$ cat config.mk
export PLATFORM = sky130hd
export DESIGN_NAME = alu_bit_slice
export DESIGN_NICKNAME = d
export VERILOG_FILES = /design/src/rtl/alu_bit_slice.sv
export SDC_FILE = /design/constraint.sdc
export NUM_CORES = 1
export LEC_CHECK = 0
export BUFFER_PORTS_ARGS = -buffer_cell sky130_fd_sc_hd__buf_2
export CORE_AREA = 2 2 39 41
export CTS_BUF_LIST = sky130_fd_sc_hd__clkbuf_4
export DETAILED_ROUTE_END_ITERATION = 6
export DIE_AREA = 0 0 41 43
export MAX_ROUTING_LAYER = met4
export RECOVER_POWER = 50
export SYNTH_ARGS = -nofsm -noshare
export SYNTH_HDL_FRONTEND = slang
export SYNTH_SLANG_ARGS = --single-unit
$ cat constraint.sdc
create_clock -name clk -period 1.33 [get_ports clk]
set_input_delay 0.0665 -clock clk [delete_from_list [all_inputs] [get_ports clk]]
set_output_delay 0.0665 -clock clk [all_outputs]
set_load 0.02 [all_outputs]
$ cat src/rtl/alu_bit_slice.sv
// -----------------------------------------------------------------------------
// alu_bit_slice
//
// Registered 1-bit ALU slice: AND, OR, ADD/SUB and a compare ("set") function,
// with optional inversion of either operand so that NAND, NOR, subtract and
// both magnitude-compare senses come from the same hardware. The carry is
// exposed so that N slices can be chained into a ripple-carry N-bit ALU.
//
// Ports:
//   clk        in   rising-edge clock
//   rst        in   synchronous reset, active-high (priority over compute)
//   a, b       in   operand bits
//   Ainvert    in   1 = use ~a as the internal operand
//   Binvert    in   1 = use ~b as the internal operand
//   op[1:0]    in   00 AND, 01 OR, 10 SUM, 11 borrow indicator (~carry)
//   cy_in      in   adder carry in
//   result     out  registered result bit
//   zero_flag  out  registered, always the complement of result
//   cy_out     out  registered adder carry out (for every op)
//
// All outputs change one clock after the inputs; there is no handshake.
// -----------------------------------------------------------------------------
module alu_bit_slice (
  input  logic       clk,
  input  logic       rst,
  input  logic       a,
  input  logic       b,
  input  logic       Ainvert,
  input  logic       Binvert,
  input  logic [1:0] op,
  input  logic       cy_in,
  output logic       result,
  output logic       zero_flag,
  output logic       cy_out
);

  typedef enum logic [1:0] {
    OP_AND = 2'b00,
    OP_OR  = 2'b01,
    OP_SUM = 2'b10,
    OP_SET = 2'b11
  } op_e;

  logic w_aa;
  logic w_bb;
  logic w_sum;
  logic w_co;
  logic w_next_result;

  logic r_result;
  logic r_zero_flag;
  logic r_cy_out;

  // Operand conditioning: inverting B and forcing cy_in = 1 turns the adder
  // into a two's-complement subtractor.
  assign w_aa = Ainvert ? ~a : a;
  assign w_bb = Binvert ? ~b : b;

  // Full adder, always computed so cy_out is meaningful for every op.
  assign w_sum = w_aa ^ w_bb ^ cy_in;
  assign w_co  = (w_aa & w_bb) | (w_aa & cy_in) | (w_bb & cy_in);

  always_comb begin
    // NOTE: default assignment first so no path through the case leaves the
    // signal unassigned, which would otherwise infer a latch.
    w_next_result = 1'b0;
    unique case (op_e'(op))
      OP_AND: w_next_result = w_aa & w_bb;
      OP_OR:  w_next_result = w_aa | w_bb;
      OP_SUM: w_next_result = w_sum;
      // Missing carry out of (a + ~b + 1) means a borrow, i.e. a < b.
      OP_SET: w_next_result = ~w_co;
      default: w_next_result = 1'b0;
    endcase
  end

  always_ff @(posedge clk) begin
    // NOTE: non-blocking assignments for all state so every register samples
    // the pre-edge values, independent of statement order.
    if (rst) begin
      // NOTE: reset is synchronous and wins over the computation; inputs are
      // ignored while it is high and the pending result is discarded.
      r_result    <= 1'b0;
      r_zero_flag <= 1'b1;
      r_cy_out    <= 1'b0;
    end else begin
      r_result    <= w_next_result;
      r_zero_flag <= ~w_next_result;
      r_cy_out    <= w_co;
    end
  end

  assign result    = r_result;
  assign zero_flag = r_zero_flag;
  assign cy_out    = r_cy_out;

endmodule

==> results_dict.tcl, run 1 <==
set metrics [dict create \
    post_route_cells_drive_above_1_share 0.405 \
    tightestPinTransition_ns 0.252 \
    fin_area_um2 309 \
    cts_tree "done" \
    post-route-worst-setup-slack_ns 0.222 \
    fin_tns_setup_ns 0 \
    dr.pass1.iters 2 \
    switching_power_uw 96.0 \
    netlist_area_um2 185 \
    layout_commonest_cell "buf_2" \
    h-tree-depth 1 \
    cts.sinks 3 \
    die_h_um 43 \
    cp_max_fo 2 \
    dieArea_um2 1760 \
    rows 14 \
    sequentialPowerShare 0.274 \
    ys_seq_elements 3 \
    rsz0062_at_grt "false" \
    synth_nets 31 \
    routed_via_density 3.32 \
    syn_inst 19 \
    cts_resized 0 \
    coreArea_um2 1380 \
    clk_pin_slew_ns 0.04 \
    avgRoutedWirePerCell_um 6.74 \
    drc 0 \
    mostFrequentLayoutCells "buf_2 (8), clkbuf_4 (4)" \
    fillCellCount 148 \
    synth-seq-area-share 0.324 \
    placed_cells 49 \
    period_needed_ns 1.11 \
    min_path_type "in2reg" \
    start_util 0.134 \
    total_power_uw 374 \
    cts-root-buf "clkbuf_4" \
    post-place-ws_ns -0.0322 \
    grt_pass1_vias 176 \
    slew-limit-headroom 0.833 \
    cp-end-kind "flip-flop" \
    finalSetupViolCount 0 \
    p_int_uw 278 \
    p_sw_frac 0.257 \
    numPortBuffers 11 \
    vdd_drop_max_uv 247 \
    seq_area_um2 60.1 \
    pin_count 12 \
    grt_max_degree 4 \
    antenna_cells 0 \
    final.period_utilization 0.833 \
    drtIter0Drc 2 \
    multiInputGateArea_um2 114 \
    antenna_found_initial 0 \
    cts-buffers-inserted 3 \
    cts_setup_buffers 0 \
    hold_violations 0 \
    ant_nets 0 \
    cts_buffer_depth 2 \
    ys_types 12 \
    crit_required_ns 1.45 \
    syn_to_final_growth_pct 66.9 \
    worstSetupPathType "in2reg" \
    grt_pass1_wl_um 586 \
    power.density_nw_per_um2 1210 \
    grt_util_all_layers 0.0586 \
    totalWireLength_um 357 \
    fmax_mhz 902 \
    cts_hold_buf 0 \
    p_leak_nw 0.157 \
    yosys_warnings 0 \
    vias 176 \
    status "completed" \
    synth.avg_cell_area_um2 9.75 \
    cap_violations 0 \
    final_nets 50 \
    routabilityCongestion 0.574 \
    clock_power_share 0.478 \
    drv_slew 0 \
    die_w_um 41 \
    grt-ovfl-total 0 \
    cp-start-kind "primary input" \
    stdcell_count 53 \
    placed_area_um2 283 \
    combPwrFrac 0.248 \
    holdPathStages 2 \
    crit_arrival_ns 1.23 \
]
## worst max-delay path, stage by stage
cell,delay (ns)
buf_2,0.10
xnor2_1,0.18
inv_1,0.10
fa_1,0.45
nor2_1,0.09
a21oi_1,0.05
a22o_1,0.19
## state kept, by name (all words and copies together), names as in the netlist
signal	cells
result	1
zero_flag	1
cy_out	1
## power by group through the flow
stage,clock network (mW),registers [mW],logic [mW]
2_1_floorplan,0,0.118,0.0392
3_3_place_gp,0,0.104,0.0949
3_5_place_dp,0,0.104,0.0974
4_1_cts,0.190,0.102,0.0975
5_1_grt,0.196,0.103,0.106
6_report,0.179,0.103,0.0928
## layer usage
metal | global-route usage | wire length, um | up-vias
li1 | - | - | 97
met1 | 0.0577 | 161 | 67
met2 | 0.0656 | 135 | 12
met3 | 0.0314 | 59 | 0
met4 | 0.0800 | 0 | 0
met5 | - | 0 | -
## through the flow
stage,hold WS (ns),util
finish,0.0318,0.223
floorplan,0.138,-
CTS,0.0176,0.226
global route,0.0213,0.223
detailed placement,0.268,0.204
global placement,0.269,0.204
## cells by family (layout without fill, tap and decap cells)
family	Yosys count	in the layout	synth area share
buf+inv	3	21	0.0608
mux	1	1	0.0541
flops	3	3	0.324
fa+ha+maj	3	3	0.243
compound gates	3	3	0.115
simple gates	4	4	0.108
xor+xnor	2	2	0.0946
## worst paths after layout
check,startpoint,end
max,Ainvert,result$_SDFF_PP0_
min,rst,cy_out$_SDFF_PP0_
## Yosys cell counts
| library cell | n | area [um^2] |
|---|---|---|
| dfxtp_1 | 3 | 60.1 |
| inv_1 | 3 | 11.3 |
| ha_1 | 2 | 25.0 |
| nor2_1 | 2 | 7.51 |
| nor2b_1 | 2 | 12.5 |
| a21oi_1 | 1 | 5.00 |
| a22o_1 | 1 | 8.76 |
| a22oi_1 | 1 | 7.51 |
| fa_1 | 1 | 20.0 |
| mux2i_1 | 1 | 10.0 |
| xnor2_1 | 1 | 8.76 |
| xor2_1 | 1 | 8.76 |
## cell type report
cell class	count	share of cell area
clock buffers	4	0.0972
inverters	3	0.0364
multi-input cells	13	0.368
flip-flops and latches	3	0.194
well taps	16	0.0648
repair buffers	14	0.239
(Power assumes the default switching activity.)
==> run 2: changes to the inputs <==
==> constraint.sdc (replaced) <==
create_clock -name clk -period 0.9 [get_ports clk]
set_input_delay 0.045 -clock clk [delete_from_list [all_inputs] [get_ports clk]]
set_output_delay 0.045 -clock clk [all_outputs]
set_load 0.02 [all_outputs]
==> results_dict.tcl, run 2 (same netlist as run 1, synthesis figures left out) <==
set metrics [dict create \
    status "finished, violations left" \
    violations "negative setup slack" \
    mostFrequentLayoutCells "buf_2 (7), clkbuf_4 (4), buf_4 (4)" \
    drtIter0Drc 5 \
    numPortBuffers 11 \
    total_power_uw 594 \
    hold_start "op[1]" \
    hpwlAfterDp_um 329 \
    syn_to_final_growth_pct 102 \
    fillCellCount 148 \
    cts-buffers-inserted 3 \
    dr.pass1.iters 4 \
    antenna_cells 0 \
    slew-limit-headroom 0.832 \
    grt-ovfl-total 0 \
    ant_nets 0 \
    cp-start-kind "primary input" \
    rows 14 \
    rsz0062_at_grt "true" \
    crit_slowest_cell "fa_1" \
    vias 191 \
    cts_buffer_depth 2 \
    tightestPinTransition_ns 0.254 \
    power.density_nw_per_um2 1590 \
    grt_pass1_vias 184 \
    crit_arrival_ns 1.16 \
    die_h_um 43 \
    h-tree-depth 1 \
    period_needed_ns 1.04 \
    final_nets 52 \
    slowest_delay_ns 0.44 \
    start_util 0.134 \
    grt_util_all_layers 0.0535 \
    cp_max_fo 2 \
    crit_required_ns 1.02 \
    path_cells "buf_8 > xnor2_4 > inv_2 > fa_1 > nor2_1 > a21oi_2 > a22o_1" \
    routed_via_density 3.47 \
    min_path_type "in2reg" \
    routabilityCongestion 0.567 \
    dieArea_um2 1760 \
    cts_tree "done" \
    holdPathStages 3 \
    coreArea_um2 1380 \
    fmax_mhz 962 \
    grt_max_degree 4 \
    clk_pin_slew_ns 0.04 \
    antenna_found_initial 0 \
    fin_hold_ws_ns 0.197 \
    layout_commonest_cell "buf_2" \
    grt_pass1_wl_um 586 \
    cts.sinks 3 \
    die_w_um 41 \
    finalSetupViolCount 2 \
    drc 0 \
    final.period_utilization 1.15 \
    p_leak_nw 0.183 \
    hold_violations 0 \
    post_route_cells_drive_above_1_share 0.538 \
    pin_count 12 \
    hold_end "zero_flag$_SDFF_PP1_" \
    totalWireLength_um 382 \
    cp-end-kind "flip-flop" \
    worstSetupPathType "in2reg" \
    drv_slew 0 \
    cts-root-buf "clkbuf_4" \
    avgRoutedWirePerCell_um 6.95 \
    post-route-worst-setup-slack_ns -0.139 \
    final_util 0.270 \
    vdd_drop_max_uv 481 \
    cap_violations 0 \
]
[run 2: cell count changes in the layout (fill, tap and decap cells not counted)]
cell	previous run	this run
a21oi_1	1	0
a21oi_2	0	1
buf_2	8	7
buf_4	3	4
buf_6	0	1
buf_8	0	1
clkbuf_1	3	2
dlygate4sd3_1	0	1
inv_1	3	2
inv_2	0	1
xnor2_1	1	0
xnor2_4	0	1
xor2_1	1	0
xor2_2	0	1
[run 2: what timing repair did]
action                                  4_1_cts  5_1_grt
hold buffers                                  1        0
resized for setup                             5        1
pin swaps                                     5        0
endpoints found under the setup margin        2        2
setup buffers                                 1        0
hold endpoints to repair                      1        0
[run 2: area by class of cell]
class / count / area [um^2] / area share
sequential: 3 / 60.1 / 0.161
timing repair buffer: 16 / 109 / 0.291
clock buffer: 4 / 30.0 / 0.0803
multi-input combinational: 13 / 144 / 0.385
tap: 16 / 20.0 / 0.0535
inverter: 3 / 11.3 / 0.0301
[run 2: how the worst max path moves through the flow]
stage | to | slack, ns | cells after the start | start
CTS | zero_flag$_SDFF_PP1_ | -0.13 | 7 | Ainvert
floorplan | zero_flag$_SDFF_PP1_ | -0.25 | 6 | a
global route | result$_SDFF_PP0_ | -0.19 | 7 | Ainvert
detailed placement | zero_flag$_SDFF_PP1_ | -0.45 | 7 | a
finish | result$_SDFF_PP0_ | -0.14 | 7 | Ainvert
global placement | zero_flag$_SDFF_PP1_ | -0.43 | 7 | a
[run 2: metrics by stage]
| step | setup WS (ns) | cells | instance area (um^2) | TNS [ns] |
|---|---|---|---|---|
| 4_1_cts | -0.132 | 55 | 373 | -0.244 |
| 3_3_place_gp | -0.433 | 49 | 309 | -1.05 |
| 2_1_floorplan | -0.251 | 19 | 211 | -0.506 |
| 6_report | -0.139 | 55 | 374 | -0.238 |
| 5_1_grt | -0.195 | 55 | 374 | -0.374 |
| 3_5_place_dp | -0.453 | 49 | 309 | -1.08 |
[run 2: where the power goes]
group / total [mW] / leakage (nW) / switching (mW) / internal [mW]
Clock: 0.264 / 0.0184 / 0.0684 / 0.196
Sequential: 0.152 / 0.0250 / 0.00298 / 0.149
Combinational: 0.178 / 0.139 / 0.0832 / 0.0949
[run 2: worst max-delay path: cells and delay by family]
family | cells | cell delay, ns
fa+ha+maj | 1 | 0.44
compound gates | 2 | 0.24
buf+inv | 2 | 0.16
xor+xnor | 1 | 0.15
simple gates | 1 | 0.13
[run 2: per-layer routing]
layer  GRT usage  wire [um]
met2      0.0781        171
met5           -          0
met1      0.0482        148
met4      0.0400          0
met3      0.0314         62
